--- src/rtl/mult_scheduler_if.sv ---
// Bundles the two requester handshakes, the shared multiplier interface and the tagged result stream.
// The slave modport is the scheduler's view; the master modport is the surrounding system's view.
interface mult_scheduler_if #(
  parameter int N = 32
);
  logic          req0_valid;
  logic [15:0]   req0_a;
  logic [15:0]   req0_b;
  logic          req0_ready;
  logic          req1_valid;
  logic [15:0]   req1_a;
  logic [15:0]   req1_b;
  logic          req1_ready;
  logic          RDY_mult;
  logic          EN_mult;
  logic [15:0]   mult_input0;
  logic [15:0]   mult_input1;
  logic          EN_blockRead;
  logic          VALID_memVal;
  logic [N-1:0]  memVal_data;
  logic          res_valid;
  logic [N-1:0]  res_data;
  logic          res_tag;
  logic [5:0]    res_index;
  logic [6:0]    issue_count;
  logic          busy;

  modport slave (
    input  req0_valid, req0_a, req0_b, req1_valid, req1_a, req1_b,
    input  RDY_mult, VALID_memVal, memVal_data,
    output req0_ready, req1_ready, EN_mult, mult_input0, mult_input1, EN_blockRead,
    output res_valid, res_data, res_tag, res_index, issue_count, busy
  );

  modport master (
    output req0_valid, req0_a, req0_b, req1_valid, req1_a, req1_b,
    output RDY_mult, VALID_memVal, memVal_data,
    input  req0_ready, req1_ready, EN_mult, mult_input0, mult_input1, EN_blockRead,
    input  res_valid, res_data, res_tag, res_index, issue_count, busy
  );
endinterface

--- src/rtl/mult_scheduler.sv ---
// Round-robin front end sharing one block-oriented multiplier between two requesters,
// returning each product tagged with the requester that issued it and its entry index.
//
//   state     | meaning
//   ----------+-----------------------------------------------------------
//   ISSUE     | granting operand pairs until the block holds DEPTH entries
//   WAIT_FULL | block full, waiting for the multiplier to drop RDY_mult
//   DRAIN_REQ | one-cycle EN_blockRead pulse
//   DRAIN     | tagging and forwarding read-back beats until the last index
module mult_scheduler #(
  parameter int N     = 32,
  parameter int DEPTH = 64
) (
  input  logic            clk,
  input  logic            rst,
  mult_scheduler_if.slave bus
);

  typedef enum logic [1:0] {
    ISSUE,
    WAIT_FULL,
    DRAIN_REQ,
    DRAIN
  } state_e;

  localparam logic [6:0] CAP      = 7'(DEPTH);
  localparam logic [5:0] LAST_IDX = 6'(DEPTH - 1);

  state_e        state_q, state_d;
  logic [6:0]    issue_count_q, issue_count_d;
  logic [5:0]    res_idx_q, res_idx_d;
  logic          prefer1_q, prefer1_d;
  logic          tag_mem_q [DEPTH];

  logic          res_valid_q;
  logic [N-1:0]  res_data_q;
  logic          res_tag_q;
  logic [5:0]    res_index_q;

  logic          can_grant;
  logic          grant0;
  logic          grant1;
  logic          beat;
  logic          blk_read;

  // Grant is gated by rst so nothing is accepted while the scheduler is held in reset.
  always_comb begin
    can_grant = 1'b0;
    grant0    = 1'b0;
    grant1    = 1'b0;
    can_grant = !rst && (state_q == ISSUE) && bus.RDY_mult && (issue_count_q < CAP);
    grant1    = can_grant && bus.req1_valid && (!bus.req0_valid || prefer1_q);
    grant0    = can_grant && bus.req0_valid && !grant1;
  end

  assign beat = (state_q == DRAIN) && bus.VALID_memVal;

  always_comb begin
    state_d       = state_q;
    issue_count_d = issue_count_q;
    res_idx_d     = res_idx_q;
    prefer1_d     = prefer1_q;
    blk_read      = 1'b0;

    if (grant0 || grant1) begin
      issue_count_d = issue_count_q + 7'd1;
      prefer1_d     = grant0;
    end

    case (state_q)
      ISSUE: begin
        if (issue_count_d == CAP) state_d = WAIT_FULL;
      end
      WAIT_FULL: begin
        if (!bus.RDY_mult) state_d = DRAIN_REQ;
      end
      DRAIN_REQ: begin
        blk_read = 1'b1;
        state_d  = DRAIN;
      end
      DRAIN: begin
        if (beat) begin
          res_idx_d = res_idx_q + 6'd1;
          if (res_idx_q == LAST_IDX) begin
            res_idx_d     = 6'd0;
            issue_count_d = 7'd0;
            state_d       = ISSUE;
          end
        end
      end
      default: state_d = ISSUE;
    endcase
  end

  always_ff @(posedge clk) begin
    if (rst) begin
      state_q       <= ISSUE;
      issue_count_q <= 7'd0;
      res_idx_q     <= 6'd0;
      prefer1_q     <= 1'b0;
      res_valid_q   <= 1'b0;
      res_data_q    <= '0;
      res_tag_q     <= 1'b0;
      res_index_q   <= 6'd0;
    end else begin
      state_q       <= state_d;
      issue_count_q <= issue_count_d;
      res_idx_q     <= res_idx_d;
      prefer1_q     <= prefer1_d;
      res_valid_q   <= beat;
      if (beat) begin
        res_data_q  <= bus.memVal_data;
        res_tag_q   <= tag_mem_q[res_idx_q];
        res_index_q <= res_idx_q;
      end
    end
  end

  // Tag contents are don't-care after reset, so the store carries no reset.
  always_ff @(posedge clk) begin
    if (grant0 || grant1) tag_mem_q[issue_count_q[5:0]] <= grant1;
  end

  assign bus.req0_ready   = grant0;
  assign bus.req1_ready   = grant1;
  assign bus.EN_mult      = grant0 || grant1;
  assign bus.mult_input0  = grant1 ? bus.req1_a : (grant0 ? bus.req0_a : 16'd0);
  assign bus.mult_input1  = grant1 ? bus.req1_b : (grant0 ? bus.req0_b : 16'd0);
  assign bus.EN_blockRead = blk_read && !rst;
  assign bus.res_valid    = res_valid_q;
  assign bus.res_data     = res_data_q;
  assign bus.res_tag      = res_tag_q;
  assign bus.res_index    = res_index_q;
  assign bus.issue_count  = issue_count_q;
  assign bus.busy         = (state_q != ISSUE);

endmodule

--- src/flat_wrapper.sv ---
// flat-port wrapper written by rule: the top's interface ports become plain ports
module mult_scheduler_flat 
#(
  parameter int N     = 32,
  parameter int DEPTH = 64
)
  (clk, rst, bus_req0_valid, bus_req0_a, bus_req0_b, bus_req1_valid, bus_req1_a, bus_req1_b, bus_RDY_mult, bus_VALID_memVal, bus_memVal_data, bus_req0_ready, bus_req1_ready, bus_EN_mult, bus_mult_input0, bus_mult_input1, bus_EN_blockRead, bus_res_valid, bus_res_data, bus_res_tag, bus_res_index, bus_issue_count, bus_busy);
  mult_scheduler_if #(.N(N)) bus_i ();
  input  logic clk;
  input  logic rst;
  input wire logic [$bits(bus_i.req0_valid)-1:0] bus_req0_valid;
  input wire logic [$bits(bus_i.req0_a)-1:0] bus_req0_a;
  input wire logic [$bits(bus_i.req0_b)-1:0] bus_req0_b;
  input wire logic [$bits(bus_i.req1_valid)-1:0] bus_req1_valid;
  input wire logic [$bits(bus_i.req1_a)-1:0] bus_req1_a;
  input wire logic [$bits(bus_i.req1_b)-1:0] bus_req1_b;
  input wire logic [$bits(bus_i.RDY_mult)-1:0] bus_RDY_mult;
  input wire logic [$bits(bus_i.VALID_memVal)-1:0] bus_VALID_memVal;
  input wire logic [$bits(bus_i.memVal_data)-1:0] bus_memVal_data;
  output wire logic [$bits(bus_i.req0_ready)-1:0] bus_req0_ready;
  output wire logic [$bits(bus_i.req1_ready)-1:0] bus_req1_ready;
  output wire logic [$bits(bus_i.EN_mult)-1:0] bus_EN_mult;
  output wire logic [$bits(bus_i.mult_input0)-1:0] bus_mult_input0;
  output wire logic [$bits(bus_i.mult_input1)-1:0] bus_mult_input1;
  output wire logic [$bits(bus_i.EN_blockRead)-1:0] bus_EN_blockRead;
  output wire logic [$bits(bus_i.res_valid)-1:0] bus_res_valid;
  output wire logic [$bits(bus_i.res_data)-1:0] bus_res_data;
  output wire logic [$bits(bus_i.res_tag)-1:0] bus_res_tag;
  output wire logic [$bits(bus_i.res_index)-1:0] bus_res_index;
  output wire logic [$bits(bus_i.issue_count)-1:0] bus_issue_count;
  output wire logic [$bits(bus_i.busy)-1:0] bus_busy;
  assign bus_i.req0_valid = bus_req0_valid;
  assign bus_i.req0_a = bus_req0_a;
  assign bus_i.req0_b = bus_req0_b;
  assign bus_i.req1_valid = bus_req1_valid;
  assign bus_i.req1_a = bus_req1_a;
  assign bus_i.req1_b = bus_req1_b;
  assign bus_i.RDY_mult = bus_RDY_mult;
  assign bus_i.VALID_memVal = bus_VALID_memVal;
  assign bus_i.memVal_data = bus_memVal_data;
  assign bus_req0_ready = bus_i.req0_ready;
  assign bus_req1_ready = bus_i.req1_ready;
  assign bus_EN_mult = bus_i.EN_mult;
  assign bus_mult_input0 = bus_i.mult_input0;
  assign bus_mult_input1 = bus_i.mult_input1;
  assign bus_EN_blockRead = bus_i.EN_blockRead;
  assign bus_res_valid = bus_i.res_valid;
  assign bus_res_data = bus_i.res_data;
  assign bus_res_tag = bus_i.res_tag;
  assign bus_res_index = bus_i.res_index;
  assign bus_issue_count = bus_i.issue_count;
  assign bus_busy = bus_i.busy;
  mult_scheduler #(.N(N), .DEPTH(DEPTH)) u_core (.clk(clk), .rst(rst), .bus(bus_i));
endmodule
--- config.mk ---
export PLATFORM = sky130hd
export DESIGN_NAME = mult_scheduler_flat
export DESIGN_NICKNAME = d
export VERILOG_FILES = /design/src/rtl/mult_scheduler_if.sv /design/src/rtl/mult_scheduler.sv /design/src/flat_wrapper.sv
export SDC_FILE = /design/constraint.sdc
export NUM_CORES = 1
export LEC_CHECK = 0
export CAP_MARGIN = 20
export CORE_ASPECT_RATIO = 0.75
export CORE_UTILIZATION = 49
export DETAILED_ROUTE_END_ITERATION = 10
export PLACE_DENSITY = 0.91
export SLEW_MARGIN = 20
export SYNTH_ARGS = -nofsm -noshare
export SYNTH_HDL_FRONTEND = slang
export SYNTH_SLANG_ARGS = --single-unit
--- constraint.sdc ---
create_clock -name clk -period 7.5 [get_ports clk]
set_input_delay 1.5 -clock clk [delete_from_list [all_inputs] [get_ports clk]]
set_output_delay 1.5 -clock clk [all_outputs]
set_load 0.02 [all_outputs]
Word-level counts from Yosys, hierarchy flattened
Memories as Yosys holds them, arrays and structs flattened. A register that Yosys moved wholly into a read port is not among the register bits.
Index checks and enable logic that the tools add are counted.
- register bits after elaboration: 55
- latch bits: 0
- bits in writable memories: 64
- memory bits (read-only): 0
- input bits: 102
- output and inout bits: 84
- word-level logic and storage cells: 55
- memories: 1
- memory list (name ; depth ; width ; rd ports ; clocked after Yosys merged registers in ; write ports ; RTL line ; text):
    u_core.tag_mem_q ; 64 ; 1 ; 1 ; 1 ; 1 ; mult_scheduler.sv:33 ; logic tag_mem_q [DEPTH];
- add/subtract/negate cells: 2
- $mul: 0
- div/mod/pow operators: 0
- magnitude comparators: 1
- equality and inequality tests: 9
- shift operators: 0
- muxes and demuxes: 17
- bitwise logic cells: 0
- reductions and logical operators: 18
- operator list (kind ; count):
    $mux 16 ; 4
    $mux 7 ; 4
    $logic_and 1x1->1 ; 9
    $mux 2 ; 4
    $pmux 2 s4 ; 1
    $add 7x1->7 const B ; 1
    $eq 7x7->1 const B ; 1
    $lt 7x7->1 const B ; 1
    $add 6x1->6 const B ; 1
    $eq 6x6->1 const B ; 1
    $mux 6 ; 1
    $ne 2x2->1 const B ; 3
    $eq 2x2->1 const B ; 2
    $reduce_and 4->1 ; 1
    $logic_not 1->1 ; 3
    $mux 1 ; 3
    $eq 2x1->1 const B ; 1
    $logic_not 2->1 ; 1
    $logic_or 1x1->1 ; 2
    $ne 2x1->1 const B ; 1
    $reduce_and 2->1 ; 1
    $reduce_bool 2->1 ; 1

Logic depth before layout (Yosys ltp)
- depth after elaboration: 13
- mapped depth: 9
- gate-level depth less buffers: 8

Worst setup path after synthesis
OpenSTA, ideal clock, no wires.
- kind: input-to-output
- start point: input rst
- end point: output bus_mult_input0[10]
- arrival time: 3944 ps
- path slack: 2056 ps
- stages on the path: 5
- buffers on the path: 1
- path through: and4bb_2 -> nand2_1 -> a21oi_1 -> clkbuf_1 -> a22o_1
- cells in the longest elaborated chain, start to end: 10
- RTL lines (element ; RTL line ; text):
    start, declared ; flat_wrapper.sv:10 ; input logic rst;
    $logic_not 1->1 (*) ; mult_scheduler.sv:51 ; can_grant = !rst && (state_q == ISSUE) && bus.RDY_mult && (issue_count_q < CAP);
    $logic_and 1x1->1 (*) (3 in series) ; mult_scheduler.sv:51 ;
    $logic_and 1x1->1 (*) (2 in series) ; mult_scheduler.sv:52 ; grant1 = can_grant && bus.req1_valid && (!bus.req0_valid || prefer1_q);
    net bus_req1_ready ; flat_wrapper.sv:21 ; output wire logic [$bits(bus_i.req1_ready)-1:0] bus_req1_ready;
    $logic_not 1->1 ; mult_scheduler.sv:53 ; grant0 = can_grant && bus.req0_valid && !grant1;
    $logic_and 1x1->1 ; mult_scheduler.sv:53 ;
    $mux 16 ; mult_scheduler.sv:127 ; assign bus.mult_input0 = grant1 ? bus.req1_a : (grant0 ? bus.req0_a : 16'd0);
    $mux 16 (*) ; mult_scheduler.sv:127 ;
    end, declared ; flat_wrapper.sv:23 ; output wire logic [$bits(bus_i.mult_input0)-1:0] bus_mult_input0;
Mark *: on every way through the listed nets, which the timed path passes. The rest lies on a longest branch.

Worst setup path after layout
- start point: input rst
- end point: output bus_mult_input0[4]
- cells in the longest elaborated chain, start to end: 10
- RTL lines (element ; RTL line):
    $logic_not 1->1 (*) ; mult_scheduler.sv:51
    $logic_and 1x1->1 (*) (3 in series) ; mult_scheduler.sv:51
    $logic_and 1x1->1 (2 in series) ; mult_scheduler.sv:52
    $logic_not 1->1 ; mult_scheduler.sv:53
    $logic_and 1x1->1 ; mult_scheduler.sv:53
    $mux 16 ; mult_scheduler.sv:127
    $mux 16 (*) ; mult_scheduler.sv:127
Mark *: on every way between the ends. The rest lies on a longest branch, timed or not.

==> summary.md <==
The run finished, with violations left. Counting along the longest clock path gives a buffer depth of 2. The met2 routed wirelength is 7800 um. The fraction of synthesized cell area taken by the top area cell type is 0.349. The pin count of the biggest net entering global routing came out at 65.

In this run the static leakage power is 2.62 nW. The slowest stage cell on the critical path was sky130_fd_sc_hd__a21oi_4. The total negative slack for setup checks was 0 ns; the async set-or-reset flop fraction in the synthesized netlist was 0. The tools report the clock tree root driver cell as sky130_fd_sc_hd__clkbuf_16. The logs give 848 for the final cell count without fillers and 0.070 for the portion of total power attributed to combinational logic. The layout filler cell count came out at 656. The count of nets left with antenna violations once routing finished came out at 0. The max-slew violation count came out at 0.

The remaining max-slew budget at the tightest pin was 0.285. The initial DRC count was 462; the overall fraction of global-route tracks in use was 0.261. After detailed routing, the number of remaining DRC violations is 2. The highest clock frequency the design can meet is 181 MHz. The total instance count after detailed placement is 816, and the total met3 wirelength after detailed routing is 1180 um. The number of sinks handled by clock tree synthesis came out at 120. Before CTS, the worst setup slack after placement is 2.01 ns.

Sorting the synthesized cells by area gives the leading types as sky130_fd_sc_hd__edfxtp_1 (35%), sky130_fd_sc_hd__dfxtp_1 (20%), sky130_fd_sc_hd__nand2_1 (6.2%). The tools report the fraction of power consumed by sequential logic as 0.412. For the pin with the worst max-slew slack, the measured transition is 1.07 ns.

The post-cts hold buffer count was 0. The worst setup path is captured at an output port. Setup violations remaining at the end of the flow were counted as 0. Data arrives at the worst endpoint at 4.03 ns. The highest layer touched by signal routing is met4. For the buffers inserted during post-CTS setup optimization, the log shows 0. Averaged over all synthesized cells, the footprint is 10.4 um2. Clock-pin slew was measured on the worst setup and hold paths at 0.06 ns. The path with the worst hold slack has its endpoint at u_core.bus.res_index[1]. The number of enable-type register cells in the synthesized netlist was 64. The logs give 23400 um for the first-pass GRT wire length and 186 for the top-level port count. The tools report the number of standard cells after synthesis as 532. The floorplan step set the die height to 93.8 um. The tools report the routed metal-1 wire length as 5920 um. The largest total area in the synthesized netlist belongs to sky130_fd_sc_hd__edfxtp_1. The peak supply drop is 0.164 mV, and the area of the die is 11700 um2. Along the worst path, the maximum fanout reaches 52. In this run the register-to-register setup slack is 4.58 ns. The routed design has 15300 um of wire.

The total global routing overflow was 0. After the last flow step, the layout net total stands at 804. The source of the critical timing path was rst.

Setup slack on the critical path of the routed design comes to 1.97 ns. The most used flip-flop cell after synthesis is sky130_fd_sc_hd__edfxtp_1. The number of gates resized after CTS was 0. The H-tree generated during clock tree synthesis spans 4 levels. The repair_antennas step left the layout with diodes totalling 0. The register area came out at 3040 um2. For the share of total power in the clock network, the log shows 0.518. The final reports fail on design-rule violations. Across the routed clock network, the largest skew measured is 0.00872 ns. The switching part of the total power came out at 0.208. Synthesis inferred 120 register bits. Port buffering added 185 buffers. The tools report the count of synthesis-stage warnings from yosys as 0.

The critical path is of the in -> out type. For the hold slack, the log shows 0.458 ns. The areal power density over the cells came out at 209 nW/um2. The fraction of layout instances using a drive strength above 1 was 0.0890. The hold violation count in the final report is 0. The time the final worst path needs with I/O delays and setup came out at 5.53 ns. In this run the critical register-to-register path is launched from u_core.res_idx_q[0].

TritonCTS built the clock tree. Setup repair after global routing left no endpoint under its margin. In the final routed layout, each cell accounts on average for 18.0 um. The floorplan step defined a core boundary enclosing 10900 um2. The vias per cell was 5.66. The area growth from synthesis to layout is 46.1%. Along the worst hold path, the cell count comes to 2. After floorplanning, the core was divided into 33 placement rows.

The net switching power of the design was 0.349 mW. The depth of the worst register-to-register path was 7. The critical path's largest stage delay is 0.67 ns. The multi-input combinational cells in the finished layout cover a total of 2270 um2.

The endpoint identified for the worst register-to-register timing path is u_core.state_q[0]. The tools report the max-capacitance violation count as 0. The startpoint identified for the worst hold timing path is u_core.bus.res_index[1]. The total internal power was 1.33 mW; the share of the clock period used by the worst path after layout was 0.737. The run gives 5510 um2 as the area of the mapped netlist. The number of different library cells used by synthesis comes to 44.

At the end of routability-driven placement, the weighted congestion stood at 0.837. In this run, CTS created clock tree buffers numbering 17. The later pin in the worst-skew pair is clocked with a latency of 0.41 ns. Critical path startpoint category: an input pin. The run gives 0.503 as the initial core utilization.

The routed layout has 4798 vias. The total nets after synthesis is 641, and the worst path required time is 6.00 ns. The logs give 1.68 mW for the post-route total power and 4786 for the number of global-route vias before repair. By count the netlist is led by sky130_fd_sc_hd__nand2_1 (91), sky130_fd_sc_hd__nor2_1 (78), sky130_fd_sc_hd__edfxtp_1 (64), sky130_fd_sc_hd__dfxtp_1 (56), sky130_fd_sc_hd__a21oi_1 (49). Die span in x: 124 um. By instance count, the leading cell after synthesis is sky130_fd_sc_hd__nand2_1. The critical path goes through buf_2 > and4bb_2 > nand2_1 > a21oi_4 > a22o_1 > clkdlybuf4s50_1. Sequential share of the synthesized area: 0.552.

The first detailed-routing pass took 8 iterations. The initial antenna violation count is 0, and the placed wire-length estimate after detailed placement is 10100 um. The class of the tightest hold or removal check was reg -> reg.
==> sequential cells by signal, indices dropped and copies added (netlist names) <==
register	count
u_core.bus.issue_count	7
u_core.bus.res_data	32
u_core.bus.res_index	6
u_core.bus.res_tag	1
u_core.bus.res_valid	1
u_core.prefer1_q	1
u_core.res_idx_q	6
u_core.state_q	2
u_core.tag_mem_q	64
==> worst max path at each step <==
stage                          endpoint  slack [ns]
floorplan           bus_mult_input0[10]        2.06
global placement     bus_mult_input1[6]        1.81
detailed placement   bus_mult_input0[4]        2.01
CTS                  bus_mult_input0[4]        1.99
global route         bus_mult_input0[4]        1.82
finish               bus_mult_input0[4]        1.97
==> stage by stage <==
| stage | utilization | instance area [um2] |
|---|---|---|
| 2_1_floorplan | - | 5510 |
| 3_3_place_gp | 0.675 | 7380 |
| 3_5_place_dp | 0.675 | 7390 |
| 4_1_cts | 0.736 | 8050 |
| 5_1_grt | 0.736 | 8050 |
| 6_report | 0.736 | 8050 |
==> area by class of cell <==
class / instances / share of cell area
clock buffers: 24 / 0.0707
clock inverters: 8 / 0.0113
inverters: 7 / 0.00326
multi-input cells: 360 / 0.282
flip-flops and latches: 120 / 0.378
well taps: 140 / 0.0218
repair buffers: 189 / 0.233
==> power by group through the flow <==
| stage | sequential [mW] | combinational, mW | clock [mW] |
|---|---|---|---|
| 2_1_floorplan | 0.705 | 0.0380 | 0 |
| 3_3_place_gp | 0.706 | 0.115 | 0 |
| 3_5_place_dp | 0.706 | 0.116 | 0 |
| 4_1_cts | 0.692 | 0.117 | 0.878 |
| 5_1_grt | 0.692 | 0.123 | 0.902 |
| 6_report | 0.692 | 0.118 | 0.871 |
==> cells by family (layout without fill, tap and decap cells) <==
| group | Yosys count | in the layout | share of synthesized area |
|---|---|---|---|
| DFF | 120 | 120 | 0.552 |
| and+or+nand+nor | 224 | 224 | 0.180 |
| adders and majority gates | 7 | 7 | 0.0159 |
| xor gates and xnor gates | 8 | 8 | 0.0127 |
| buffers and inverters | 52 | 228 | 0.0402 |
| AOI/OAI and AO/OA | 100 | 100 | 0.122 |
| muxes | 21 | 21 | 0.0763 |
==> worst max-delay path: cells and delay by family <==
| family | cells | cell delay, ns |
|---|---|---|
| compound gates | 2 | 0.92 |
| simple gates | 2 | 0.58 |
| buf+inv | 2 | 1.01 |
==> per-layer routing <==
metal,vias up,track usage
li1,2207,-
met1,2286,0.299
met2,270,0.464
met3,35,0.0666
met4,0,0.120
met5,-,0
==> layout by cell type (no fill, tap or decap), drive strengths merged, types with 2 or more instances in the layout <==
cell type,n
a211oi,5
a21oi,49
a22o,32
and2,2
buf,5
clkbuf,24
clkdlybuf4s50,184
clkinv,5
dfxtp,56
edfxtp,64
ha,7
inv,9
mux2i,6
mux4,15
nand2,91
nand2b,6
nand3,9
nand3b,5
nand4,2
nor2,78
nor2b,7
nor3,5
o21ai,5
o21bai,2
or2,7
or3,5
or3b,3
xor2,8
Note: power is estimated with default switching activity, not from simulation.
